--- src/rtl/life_if.sv ---
// Board bus for life_engine: loader/UI controls in, grid and status out.
interface life_if #(
    parameter int ROWS  = 16,
    parameter int COLS  = 16,
    parameter int GEN_W = 16
);
    logic                   load;
    logic [ROWS*COLS-1:0]   init_state;
    logic                   run;
    logic                   step;
    logic [ROWS*COLS-1:0]   grid;
    logic [GEN_W-1:0]       gen_count;
    logic                   busy;
    logic                   stable;
    logic                   extinct;

    modport master (
        output load, init_state, run, step,
        input  grid, gen_count, busy, stable, extinct
    );

    modport slave (
        input  load, init_state, run, step,
        output grid, gen_count, busy, stable, extinct
    );
endinterface

--- src/rtl/life_engine.sv ---
// Conway's Game of Life engine (B3/S23) over a ROWS x COLS register grid.
// Generations are applied on a manual step while idle or every PERIOD cycles
// while running; halts itself when a generation is stable or extinct.
// Optional feature macro: LIFE_TORUS_EN selects toroidal wrap at the edges,
// otherwise cells outside the grid read as dead.
module life_engine #(
    parameter int ROWS   = 16,
    parameter int COLS   = 16,
    parameter int PERIOD = 4,
    parameter int GEN_W  = 16
) (
    input  logic  clk,
    input  logic  reset,
    life_if.slave bus
);
    localparam int CELLS = ROWS * COLS;
    localparam int IDX_W = (CELLS > 1) ? $clog2(CELLS) : 1;
    localparam int DIV_W = (PERIOD > 1) ? $clog2(PERIOD) : 1;

    typedef enum logic [1:0] {IDLE, RUN, HALT} state_t;

    state_t               state_q, state_d;
    logic [DIV_W-1:0]     div_q, div_d;
    logic [CELLS-1:0]     grid_q, next_grid;
    logic [GEN_W-1:0]     gen_q;
    logic                 stable_q, extinct_q;
    logic                 apply_gen;
    logic                 next_same, next_dead;

    logic [3:0]           cnt;
    logic                 alive;
    logic                 valid;
    int                   rr, cc;

    // Combinational B3/S23 successor of the whole grid
    always_comb begin
        next_grid = '0;
        cnt       = '0;
        alive     = 1'b0;
        valid     = 1'b0;
        rr        = 0;
        cc        = 0;
        for (int unsigned r = 0; r < ROWS; r++) begin
            for (int unsigned c = 0; c < COLS; c++) begin
                cnt = '0;
                for (int unsigned dr = 0; dr < 3; dr++) begin
                    for (int unsigned dc = 0; dc < 3; dc++) begin
                        rr = int'(r) + int'(dr) - 1;
                        cc = int'(c) + int'(dc) - 1;
`ifdef LIFE_TORUS_EN
                        if (rr < 0) rr = ROWS - 1;
                        else if (rr >= ROWS) rr = 0;
                        if (cc < 0) cc = COLS - 1;
                        else if (cc >= COLS) cc = 0;
                        valid = 1'b1;
`else
                        valid = (rr >= 0) && (rr < ROWS) && (cc >= 0) && (cc < COLS);
`endif
                        if (valid && !(dr == 1 && dc == 1))
                            cnt = cnt + {3'b000, grid_q[IDX_W'(rr * COLS + cc)]};
                    end
                end
                alive = grid_q[IDX_W'(int'(r) * COLS + int'(c))];
                next_grid[IDX_W'(int'(r) * COLS + int'(c))] =
                    (cnt == 4'd3) || (alive && cnt == 4'd2);
            end
        end
    end

    assign next_same = (next_grid == grid_q);
    assign next_dead = (next_grid == '0);

    // Next-state and generation strobe for the IDLE/RUN/HALT sequencer
    always_comb begin
        state_d   = state_q;
        div_d     = div_q;
        apply_gen = 1'b0;
        unique case (state_q)
            IDLE: begin
                if (bus.run) begin
                    state_d = RUN;
                    div_d   = '0;
                end else if (bus.step) begin
                    apply_gen = 1'b1;
                end
            end
            RUN: begin
                if (!bus.run) begin
                    state_d = IDLE;
                    div_d   = '0;
                end else if (div_q == DIV_W'(PERIOD - 1)) begin
                    apply_gen = 1'b1;
                    div_d     = '0;
                    if (next_same || next_dead) state_d = HALT;
                end else begin
                    div_d = div_q + 1'b1;
                end
            end
            HALT: begin
                if (!bus.run) begin
                    state_d = IDLE;
                    div_d   = '0;
                end
            end
            default: begin
                state_d = IDLE;
                div_d   = '0;
            end
        endcase
    end

    // State, grid and status registers; load overrides everything
    always_ff @(posedge clk or negedge reset) begin
        if (!reset) begin
            state_q   <= IDLE;
            div_q     <= '0;
            grid_q    <= '0;
            gen_q     <= '0;
            stable_q  <= 1'b0;
            extinct_q <= 1'b0;
        end else if (bus.load) begin
            state_q   <= IDLE;
            div_q     <= '0;
            grid_q    <= bus.init_state;
            gen_q     <= '0;
            stable_q  <= 1'b0;
            extinct_q <= 1'b0;
        end else begin
            state_q <= state_d;
            div_q   <= div_d;
            if (apply_gen) begin
                grid_q    <= next_grid;
                if (gen_q != '1) gen_q <= gen_q + 1'b1;
                stable_q  <= next_same;
                extinct_q <= next_dead;
            end
        end
    end

    assign bus.grid      = grid_q;
    assign bus.gen_count = gen_q;
    assign bus.busy      = (state_q == RUN);
    assign bus.stable    = stable_q;
    assign bus.extinct   = extinct_q;
endmodule
--- src/flat_wrapper.sv ---
// flat-port wrapper written by rule: the top's interface ports become plain ports
module life_engine_flat 
#(
    parameter int ROWS   = 16,
    parameter int COLS   = 16,
    parameter int PERIOD = 4,
    parameter int GEN_W  = 16
)
  (clk, reset, bus_load, bus_init_state, bus_run, bus_step, bus_grid, bus_gen_count, bus_busy, bus_stable, bus_extinct);
  life_if #(.ROWS(ROWS), .COLS(COLS), .GEN_W(GEN_W)) bus_i ();
  input  logic clk;
  input  logic reset;
  input wire logic [$bits(bus_i.load)-1:0] bus_load;
  input wire logic [$bits(bus_i.init_state)-1:0] bus_init_state;
  input wire logic [$bits(bus_i.run)-1:0] bus_run;
  input wire logic [$bits(bus_i.step)-1:0] bus_step;
  output wire logic [$bits(bus_i.grid)-1:0] bus_grid;
  output wire logic [$bits(bus_i.gen_count)-1:0] bus_gen_count;
  output wire logic [$bits(bus_i.busy)-1:0] bus_busy;
  output wire logic [$bits(bus_i.stable)-1:0] bus_stable;
  output wire logic [$bits(bus_i.extinct)-1:0] bus_extinct;
  assign bus_i.load = bus_load;
  assign bus_i.init_state = bus_init_state;
  assign bus_i.run = bus_run;
  assign bus_i.step = bus_step;
  assign bus_grid = bus_i.grid;
  assign bus_gen_count = bus_i.gen_count;
  assign bus_busy = bus_i.busy;
  assign bus_stable = bus_i.stable;
  assign bus_extinct = bus_i.extinct;
  life_engine #(.ROWS(ROWS), .COLS(COLS), .PERIOD(PERIOD), .GEN_W(GEN_W)) u_core (.clk(clk), .reset(reset), .bus(bus_i));
endmodule
--- config.mk ---
export PLATFORM = sky130hd
export DESIGN_NAME = life_engine_flat
export DESIGN_NICKNAME = d
export VERILOG_FILES = /design/src/rtl/life_if.sv /design/src/rtl/life_engine.sv /design/src/flat_wrapper.sv
export SDC_FILE = /design/constraint.sdc
export NUM_CORES = 1
export LEC_CHECK = 0
export ABC_AREA = 1
export CAP_MARGIN = 0
export CORE_AREA = 3 3 254 256
export CTS_CLUSTER_DIAMETER = 50
export DETAILED_ROUTE_END_ITERATION = 16
export DIE_AREA = 0 0 257 259
export PLACE_DENSITY = 0.86
export SETUP_SLACK_MARGIN = 0.2
export SYNTH_ARGS = -nofsm -noshare
export SYNTH_HDL_FRONTEND = slang
export SYNTH_SLANG_ARGS = --single-unit
--- constraint.sdc ---
create_clock -name clk -period 4.1 [get_ports clk]
set_input_delay 1.23 -clock clk [delete_from_list [all_inputs] [get_ports clk]]
set_output_delay 1.23 -clock clk [all_outputs]
set_load 0.01 [all_outputs]
# Word-level counts from Yosys, hierarchy flattened
# Cells that the tools add are included.
totals:
  reg_bits: 278
  wordCells: 1189
op_classes:
  addsub: 692
  eq_ne: 233
  n_mux: 26
  n_reduce_logical: 232
op_table:
  columns: ["operator", "count"]
  rows:
  - ["$add 4x1->4", 584]
  - ["$eq 4x2->1 const B", 224]
  - ["$mux 256", 2]
  - ["$eq 128x256->1", 1]
  - ["$logic_not 256->1", 1]
  - ["$add 1x1->2", 106]
  - ["$logic_or 1x1->1", 113]
  - ["$logic_and 1x1->1", 112]
  - ["$mux 16", 3]
  - ["$mux 2", 10]
  - ["$add 16x1->16 const B", 1]
  - ["$ne 16x16->1 const B", 1]
  - ["$pmux 2 s3", 2]
  - ["$mux 1", 8]
  - ["$ne 4x3->1 const B", 2]
  - ["$ne 3x3->1 const B", 2]
  - ["$eq 2x2->1 const B", 2]
  - ["$reduce_and 2->1", 2]
  - ["$reduce_and 4->1", 1]
  - ["$reduce_bool 2->1", 2]
  - ["$add 2x1->2 const B", 1]
  - ["$eq 2x1->1 const B", 1]
  - ["$logic_not 2->1", 1]
  - ["$pmux 1 s2", 1]

# Logic depth before layout (Yosys ltp)
# Gate-level depths: netlist of run 1.
logic_depth:
  depth_word: 17
  mapped_depth: 25
  depth_no_buf: 25

# Least setup slack after synthesis of run 1
# OpenSTA, ideal clock, no wires.
synth_path:
  path_kind: "register -> register"
  startpoint: "reg u_core.grid_q[33] (netlist: u_core.bus.grid[33])"
  endpoint: "reg u_core.state_q[0]"
  arrival_ns: 3.817
  required_time_ns: 3.983
  path_slack_ns: 0.166
  stages_incl_launch_ff: 24
  n_path_buf: 0
  path_cell_list: "dfrtp_1 > ha_1 > inv_1 > fa_1 > fa_1 > inv_1 > fa_1 > inv_1 > fa_1 > o21bai_1 > nor2_1 > nand2_1 > nand2_1 > nand3_1 > nor2_1 > nand2_1 > nor2_1 > nand2_1 > nor2_1 > nand3_1 > nand2_1 > nand2_1 > nand2_1 > nand2_1"
synth_between:
  elab_chain_len: 14
synth_rtl:
  columns: ["element", "line", "rtl"]
  rows:
  - ["from (decl)", "life_engine.sv:24", "logic [CELLS-1:0] grid_q, next_grid;"]
  - ["from (signal assigned)", "life_engine.sv:124", "grid_q <= bus.init_state;"]
  - ["from (signal assigned)", "life_engine.sv:132", "grid_q <= next_grid;"]
  - ["$add 1x1->2", "life_engine.sv:60", "cnt = cnt + {3'b000, grid_q[IDX_W'(rr * COLS + cc)]};"]
  - ["$add 4x1->4 (6 in a row)", "life_engine.sv:60", null]
  - ["$eq 4x2->1", "life_engine.sv:65", "(cnt == 4'd3) || (alive && cnt == 4'd2);"]
  - ["$logic_and 1x1->1", "life_engine.sv:65", null]
  - ["$logic_or 1x1->1", "life_engine.sv:65", null]
  - ["$eq 128x256->1 or $logic_not 256->1 (tied branches)", "life_engine.sv:70, life_engine.sv:71", null]
  - ["$logic_or 1x1->1 (*)", "life_engine.sv:94", "if (next_same || next_dead) state_d = HALT;"]
  - ["$ne 4x3->1 (no line) (*)", null, null]
  - ["$reduce_and 4->1 (no line) (*)", null, null]
  - ["to (signal assigned)", "life_engine.sv:129", "state_q <= state_d;"]
  - ["to (decl)", "life_engine.sv:22", "state_t state_q, state_d;"]
# Every way passes the cells marked *; elsewhere a longest branch is shown, timed or not.
# A chain may end at the register's enable or synchronous reset.

# Final worst setup path of run 1
layout_path:
  startpoint: "reg u_core.grid_q[78] (netlist: u_core.bus.grid[78])"
  endpoint: "reg u_core.state_q[0]"
# Same word-level chain as after synthesis.

==> results of run 1 <==
==> worst max-delay path by stage <==
stage / to / depth (start not counted) / slack, ns
final: u_core.state_q[0]$_DFFE_PN0P_ / 22 / -0.72
after CTS: u_core.state_q[0]$_DFFE_PN0P_ / 23 / -0.14
after detailed placement: u_core.state_q[0]$_DFFE_PN0P_ / 23 / -0.44
after global placement: u_core.state_q[0]$_DFFE_PN0P_ / 23 / -0.35
after global routing: u_core.state_q[0]$_DFFE_PN0P_ / 23 / -0.73
after floorplan: u_core.state_q[0]$_DFFE_PN0P_ / 23 / 0.22
==> synthesized netlist by cell type, types with 34 or more instances <==
master and n:
a21oi_1 91, nand4_1 69, clkbuf_1 49, fa_1 391
nand3_1 133, nor2_1 347, o22ai_1 37, o21bai_1 34
inv_1 973, o21ai_0 117, nand2_1 752, ha_1 306
a22o_1 57, dfrtp_1 277
==> registers in the layout, indices dropped and copies added (netlist names) <==
register / count
u_core.bus.stable: 1
u_core.bus.gen_count: 16
u_core.state_q: 2
u_core.div_q: 2
u_core.bus.grid: 256
==> cell usage in the layout, fill, tap and decap left out, drive strengths merged, types with 57 or more instances in the layout <==
cell type and count:
a21oi 91, buf 368, dfrtp 277, a22o 57, nand4 69, ha 306
o21ai 120, fa 391, nor2 352, clkdlybuf4s50 532, nand3 136, inv 979
nand2 755, clkbuf 62
==> worst max-delay path, delay by kind of cell, from the launching register on <==
family          cells  cell delay [ns]
compound gates      1             0.18
fa+ha+maj           4             2.04
buf+inv             3             0.53
flops               1             0.45
simple gates       14             1.47
==> area by class of cell <==
| class | count | area, um^2 |
|---|---|---|
| Clock buffer | 62 | 1370 |
| Tap cell | 846 | 1060 |
| Timing Repair Buffer | 900 | 8250 |
| Inverter | 977 | 3670 |
| Multi-Input combinational cell | 2517 | 20600 |
| Antenna cell | 1 | 2.50 |
| Sequential cell | 277 | 6940 |
| Clock inverter | 26 | 299 |
| Fill cell | 4454 | 20500 |
==> layer usage <==
layer  wire, um  global-route usage, %
met3      15200                   9.58
met2      56400                   57.3
met1      41700                   41.0
met4      11900                   26.3
met5         69                      0
==> metrics by stage <==
| step | setup TNS (ns) | worst slack [ns] | hold WS (ns) | instance area, um^2 |
|---|---|---|---|---|
| after floorplan | 0 | 0.220 | 0.470 | 31200 |
| after global placement | -0.812 | -0.351 | 0.470 | 39900 |
| after detailed placement | -1.10 | -0.437 | 0.477 | 39900 |
| after CTS | -0.373 | -0.141 | 0.490 | 41900 |
| after global routing | -3.00 | -0.732 | 0.534 | 42200 |
| final | -2.87 | -0.716 | 0.495 | 42200 |
==> cell families after synthesis <==
logic type,after synthesis
other,1
flip-flops,277
AO/OA/AOI/OAI,436
buffers and inverters,1048
adder cells (fa/ha/maj),697
XOR/XNOR,12
AND/OR/NAND/NOR,1371
==> timing repair <==
item                                    CTS  global route
hold buffers                              0             0
endpoints found under the setup margin    3             7
pin swaps                                30            37
gates resized for setup                  41            82
setup buffers                            33             9
==> flow_metrics.py, run 1 <==
metrics = {
    "critical_path": {
        "crit_type": "flip-flop to flip-flop",
        "path_max_fanout": 4,
        "end_kind": "flip-flop",
        "reg2reg_depth": 22,
        "arrival_ns": 5.32,
        "r2r_start": "u_core.bus.grid[78]$_DFFE_PN0P_",
        "start_kind": "flip-flop",
        "cpMostUsedCell": "nand2_1",
        "cp.required_ns": 4.60,
        "crit_path_start": "u_core.bus.grid[78]$_DFFE_PN0P_",
        "critPathMaxStageDelay_ns": 0.65,
        "slowest_stage": "fa_1",
        "timing.rr.end": "u_core.state_q[0]$_DFFE_PN0P_",
        "ff2ff_setup_slack_ns": -0.72,
        "crit_chain": "inv_1 > fa_1 > fa_1 > inv_2 > fa_2 > inv_2 > fa_1 > o21bai_1 > nor2_1 > nand3_1 > nand2_2 > nand2_2 > nor2_2 > nand2_1 > nor2_1 > nand2_1 > nor2_2 > nand3_2 > nand2_2 > nand2_1 > nand2_1 > nand2_1",
    },
    "synth": {
        "synth_top_area_share_pct": 25.1,
        "syn-cell-area_um2": 31200,
        "yosys_register_bits": 277,
        "synth-simple-area-share_pct": 18.3,
        "synth_top_flop_cell": "dfrtp_1",
        "yosysUniqueCellTypes": 46,
        "ys_top_cells_by_area": "fa_1, dfrtp_1, ha_1, inv_1, nand2_1",
        "synth-xor-area-share_pct": 0.337,
        "synthAdderAreaFrac_pct": 37.4,
        "synthesis.nets": 4800,
        "synth.area.mux_share_pct": 0,
        "ys_async_sr_fraction_pct": 100,
        "synth_top_family_by_area": "adder cells",
        "postSynthAreaPerCell_um2": 8.12,
        "synth_cells": 3842,
        "synth-edff-count": 0,
        "yosysWarnings": 0,
        "synth_compound_area_share_pct": 9.01,
        "synth.largest_area_cell": "fa_1",
        "ys_seq_area_share_pct": 22.2,
    },
    "floorplanning": {
        "die-area_um2": 66600,
        "die_h_um": 259,
        "fp.dieW_um": 257,
        "initial_core_util_pct": 49.7,
        "row_count": 92,
        "core-area_um2": 62700,
        "top_level_ports": 536,
    },
    "detailed_routing": {
        "drc": 0,
        "initialDrtViolationCount": 3348,
        "dr_total_vias": 31900,
        "routed_wl_mm": 125,
        "drtPass1Iterations": 7,
        "via_per_inst": 5.68,
        "ant_nets": 0,
        "wl_per_cell_um": 22.3,
    },
    "clocking": {
        "cts_tree": "yes",
        "insertion_delay_ns": 0.63,
        "clkTransAtPathRegs_ns": 0.06,
        "clockBufferDepth": 3,
        "cts-root-buf": "clkbuf_16",
        "cts.htree.levels": 2,
        "numCtsBuffers": 48,
        "clock_sinks": 277,
    },
    "grt": {
        "grt_max_degree": 125,
        "grt_pass1_wl_mm": 183,
        "antenna_found_initial": 6,
        "overflow": 0,
        "grt_pass1_vias": 32800,
        "grt_util_all_layers_pct": 35.6,
    },
    "finish": {
        "final_util_pct": 67.3,
        "drive_above_1_share_pct": 12.3,
        "synthToLayoutAreaGrowth_pct": 35.3,
        "final_cells": 5606,
        "nets": 5679,
    },
    "job": {
        "cap_viol_max_count": 0,
    },
    "timing": {
        "finalSetupViolations": 6,
        "finalClockSkew_ns": 0.0489,
        "fmax_mhz": 208,
        "min_period_ns": 4.82,
        "setup_slack_ns": -0.716,
        "drv_slew": 0,
        "hold_viol_final": 0,
        "rsz0062_at_grt": "yes",
        "slew_headroom_pct": 41.1,
        "fin_crit_sh_pct": 117,
        "tightest_slew_ns": 0.883,
    },
    "place": {
        "hpwl_mm": 91.9,
        "place.gp.congestion": 1.01,
        "dp_cells": 5475,
        "io_buffers": 534,
    },
    "hold_path": {
        "whs_endpoint": "u_core.bus.stable$_DFFE_PN0P_",
        "hold_class": "flip-flop to flip-flop",
        "hp-start": "u_core.bus.stable$_DFFE_PN0P_",
        "whs_path_depth": 2,
    },
    "status": {
        "status": "complete, but fails checks",
        "violations": "setup timing",
    },
}
Power of run 1 is not shown: default switching activity piles up to over one toggle a cycle in this logic, so the estimate is an artifact.
==> run 2: changes to the inputs <==
--- a/config.mk
+++ b/config.mk
@@ -7,11 +7,11 @@
 export LEC_CHECK = 0
 export ABC_AREA = 1
 export CAP_MARGIN = 0
-export CORE_AREA = 3 3 254 256
+export CORE_AREA = 3 3 241 243
 export CTS_CLUSTER_DIAMETER = 50
 export DETAILED_ROUTE_END_ITERATION = 16
-export DIE_AREA = 0 0 257 259
-export PLACE_DENSITY = 0.86
+export DIE_AREA = 0 0 244 246
+export PLACE_DENSITY = 0.9
 export SETUP_SLACK_MARGIN = 0.2
 export SYNTH_ARGS = -nofsm -noshare
 export SYNTH_HDL_FRONTEND = slang
==> constraint.sdc (replaced) <==
create_clock -name clk -period 4.5 [get_ports clk]
set_input_delay 1.35 -clock clk [delete_from_list [all_inputs] [get_ports clk]]
set_output_delay 1.35 -clock clk [all_outputs]
set_load 0.01 [all_outputs]
==> flow_metrics.py, run 2 (same netlist as run 1, synthesis figures left out) <==
metrics = {
    "status": {
        "status": "complete, but fails checks",
        "violations": "setup timing",
    },
    "finish": {
        "nets": 5525,
        "largest_reg_flops": 256,
        "synthToLayoutAreaGrowth_pct": 31.2,
        "layout_commonest_cell": "inv_1",
        "drive_above_1_share_pct": 9.81,
        "final_cell_mix": "inv_1, nand2_1, clkdlybuf4s50_1",
        "final_util_pct": 72.9,
    },
    "clocking": {
        "numCtsBuffers": 48,
        "clockBufferDepth": 3,
        "insertion_delay_ns": 0.61,
        "clkTransAtPathRegs_ns": 0.06,
        "clock_sinks": 277,
        "holdBufCountCts": 0,
        "cts-root-buf": "clkbuf_16",
        "cts_tree": "yes",
        "cts.htree.levels": 2,
    },
    "floorplanning": {
        "core-area_um2": 56200,
        "top_level_ports": 536,
        "die-area_um2": 60000,
        "row_count": 87,
        "initial_core_util_pct": 55.5,
        "die_h_um": 246,
        "fp.dieW_um": 244,
    },
    "timing": {
        "setup_slack_ns": -0.291,
        "fin_crit_sh_pct": 106,
        "hold_viol_final": 0,
        "fin_tns_setup_ns": -0.698,
        "min_period_ns": 4.79,
        "finalClockSkew_ns": 0.0408,
        "rsz0062_at_grt": "yes",
        "slew_headroom_pct": 35.4,
        "tightest_slew_ns": 0.969,
        "fmax_mhz": 209,
        "drv_slew": 0,
        "finalSetupViolations": 3,
    },
    "detailed_routing": {
        "drtPass1Iterations": 10,
        "dr_total_vias": 31600,
        "ant_nets": 0,
        "wl_per_cell_um": 23.5,
        "via_per_inst": 5.89,
        "drc": 0,
        "initialDrtViolationCount": 3560,
        "routed_wl_mm": 126,
    },
    "critical_path": {
        "cp.required_ns": 5.01,
        "end_kind": "flip-flop",
        "path_max_fanout": 4,
        "start_kind": "flip-flop",
        "crit_type": "flip-flop to flip-flop",
        "arrival_ns": 5.30,
    },
    "job": {
        "cap_viol_max_count": 0,
    },
    "place": {
        "io_buffers": 534,
        "place.gp.congestion": 0.976,
        "hpwl_mm": 89.9,
        "pre_cts_slack_ns": 0.0701,
    },
    "grt": {
        "grt_pass1_wl_mm": 177,
        "overflow": 0,
        "grt_max_degree": 112,
        "antenna_found_initial": 9,
        "grt_pass1_vias": 31100,
        "grt_util_all_layers_pct": 38.8,
    },
    "hold_path": {
        "hold_class": "flip-flop to flip-flop",
    },
}
## run 2: cell count changes in the layout (fill, tap and decap cells not counted), moves of 8 or more
cell,before,now
nand2_1,727,737
nand2_2,25,17
clkinvlp_4,3,16
dfrtp_2,10,46
inv_2,24,14
buf_4,348,202
dfrtp_1,267,231
## run 2: path summary, 6_finish.rpt
| path | startpoint | to | slack (ns) | depth (start not counted) |
|---|---|---|---|---|
| hold reg to reg | u_core.bus.grid[154]$_DFFE_PN0P_ | u_core.bus.grid[154]$_DFFE_PN0P_ | 0.53 | 1 |
| min in group asynchronous | reset | u_core.bus.grid[31]$_DFFE_PN0P_ | 0.74 | 1 |
| max in group asynchronous | reset | u_core.bus.grid[154]$_DFFE_PN0P_ | 2.65 | 2 |
| setup / recovery | u_core.bus.grid[61]$_DFFE_PN0P_ | u_core.state_q[0]$_DFFE_PN0P_ | -0.29 | 23 |
| setup reg to reg | u_core.bus.grid[61]$_DFFE_PN0P_ | u_core.state_q[0]$_DFFE_PN0P_ | -0.29 | 23 |
| hold / removal | u_core.bus.grid[154]$_DFFE_PN0P_ | u_core.bus.grid[154]$_DFFE_PN0P_ | 0.53 | 1 |
## run 2: worst max-delay path: stages (launching register included)
cell and delay (ns):
dfrtp_2 0.46, ha_1 0.31, inv_1 0.05, fa_1 0.48, fa_1 0.53, inv_1 0.06, fa_1 0.39, inv_1 0.11
fa_1 0.43, o21bai_1 0.21, nor2_1 0.19, nand3_1 0.13, nand2_1 0.10, nand2_1 0.11, nor2_4 0.27, nand2_1 0.10
nor2_1 0.13, nand2_1 0.07, nor2_1 0.12, nand3_2 0.14, nand2_2 0.12, nand2_1 0.06, nand2_1 0.06, nand2_1 0.05
## run 2: final cells by class
class	count	area, um^2
antenna	5	12.5
clock buffer	65	1370
clock inverter	25	305
fill	3545	15200
inverter	977	3720
multi-input combinational	2517	20600
sequential	277	6990
tap	756	946
timing repair buffer	746	7040
## run 2: timing repair
action / CTS / global route
endpoints found under the setup margin: 3 / 3
pin swaps: 4 / 49
buffers inserted: 3 / 62
resized for setup: 16 / 120
## run 2: per-stage QoR
stage | hold slack, ns | cells | instance area, um^2
3_5_place_dp | 0.507 | 5208 | 38400
6_report | 0.527 | 5368 | 40900
3_3_place_gp | 0.474 | 5208 | 38400
4_1_cts | 0.526 | 5301 | 40100
2_1_floorplan | 0.470 | 3842 | 31200
5_1_grt | 0.537 | 5367 | 40900
## run 2: metal layers
metal	wire length, um	part of all wire [%]	vias to the layer above	global-route usage, %
li1	-	-	13400	-
met1	40200	32	14800	43.9
met2	56000	44	2569	62.1
met3	16900	13	833	10.8
met4	13200	10	4	30.5
met5	30	0.024	-	0
Power of run 2 is left out for the same reason.
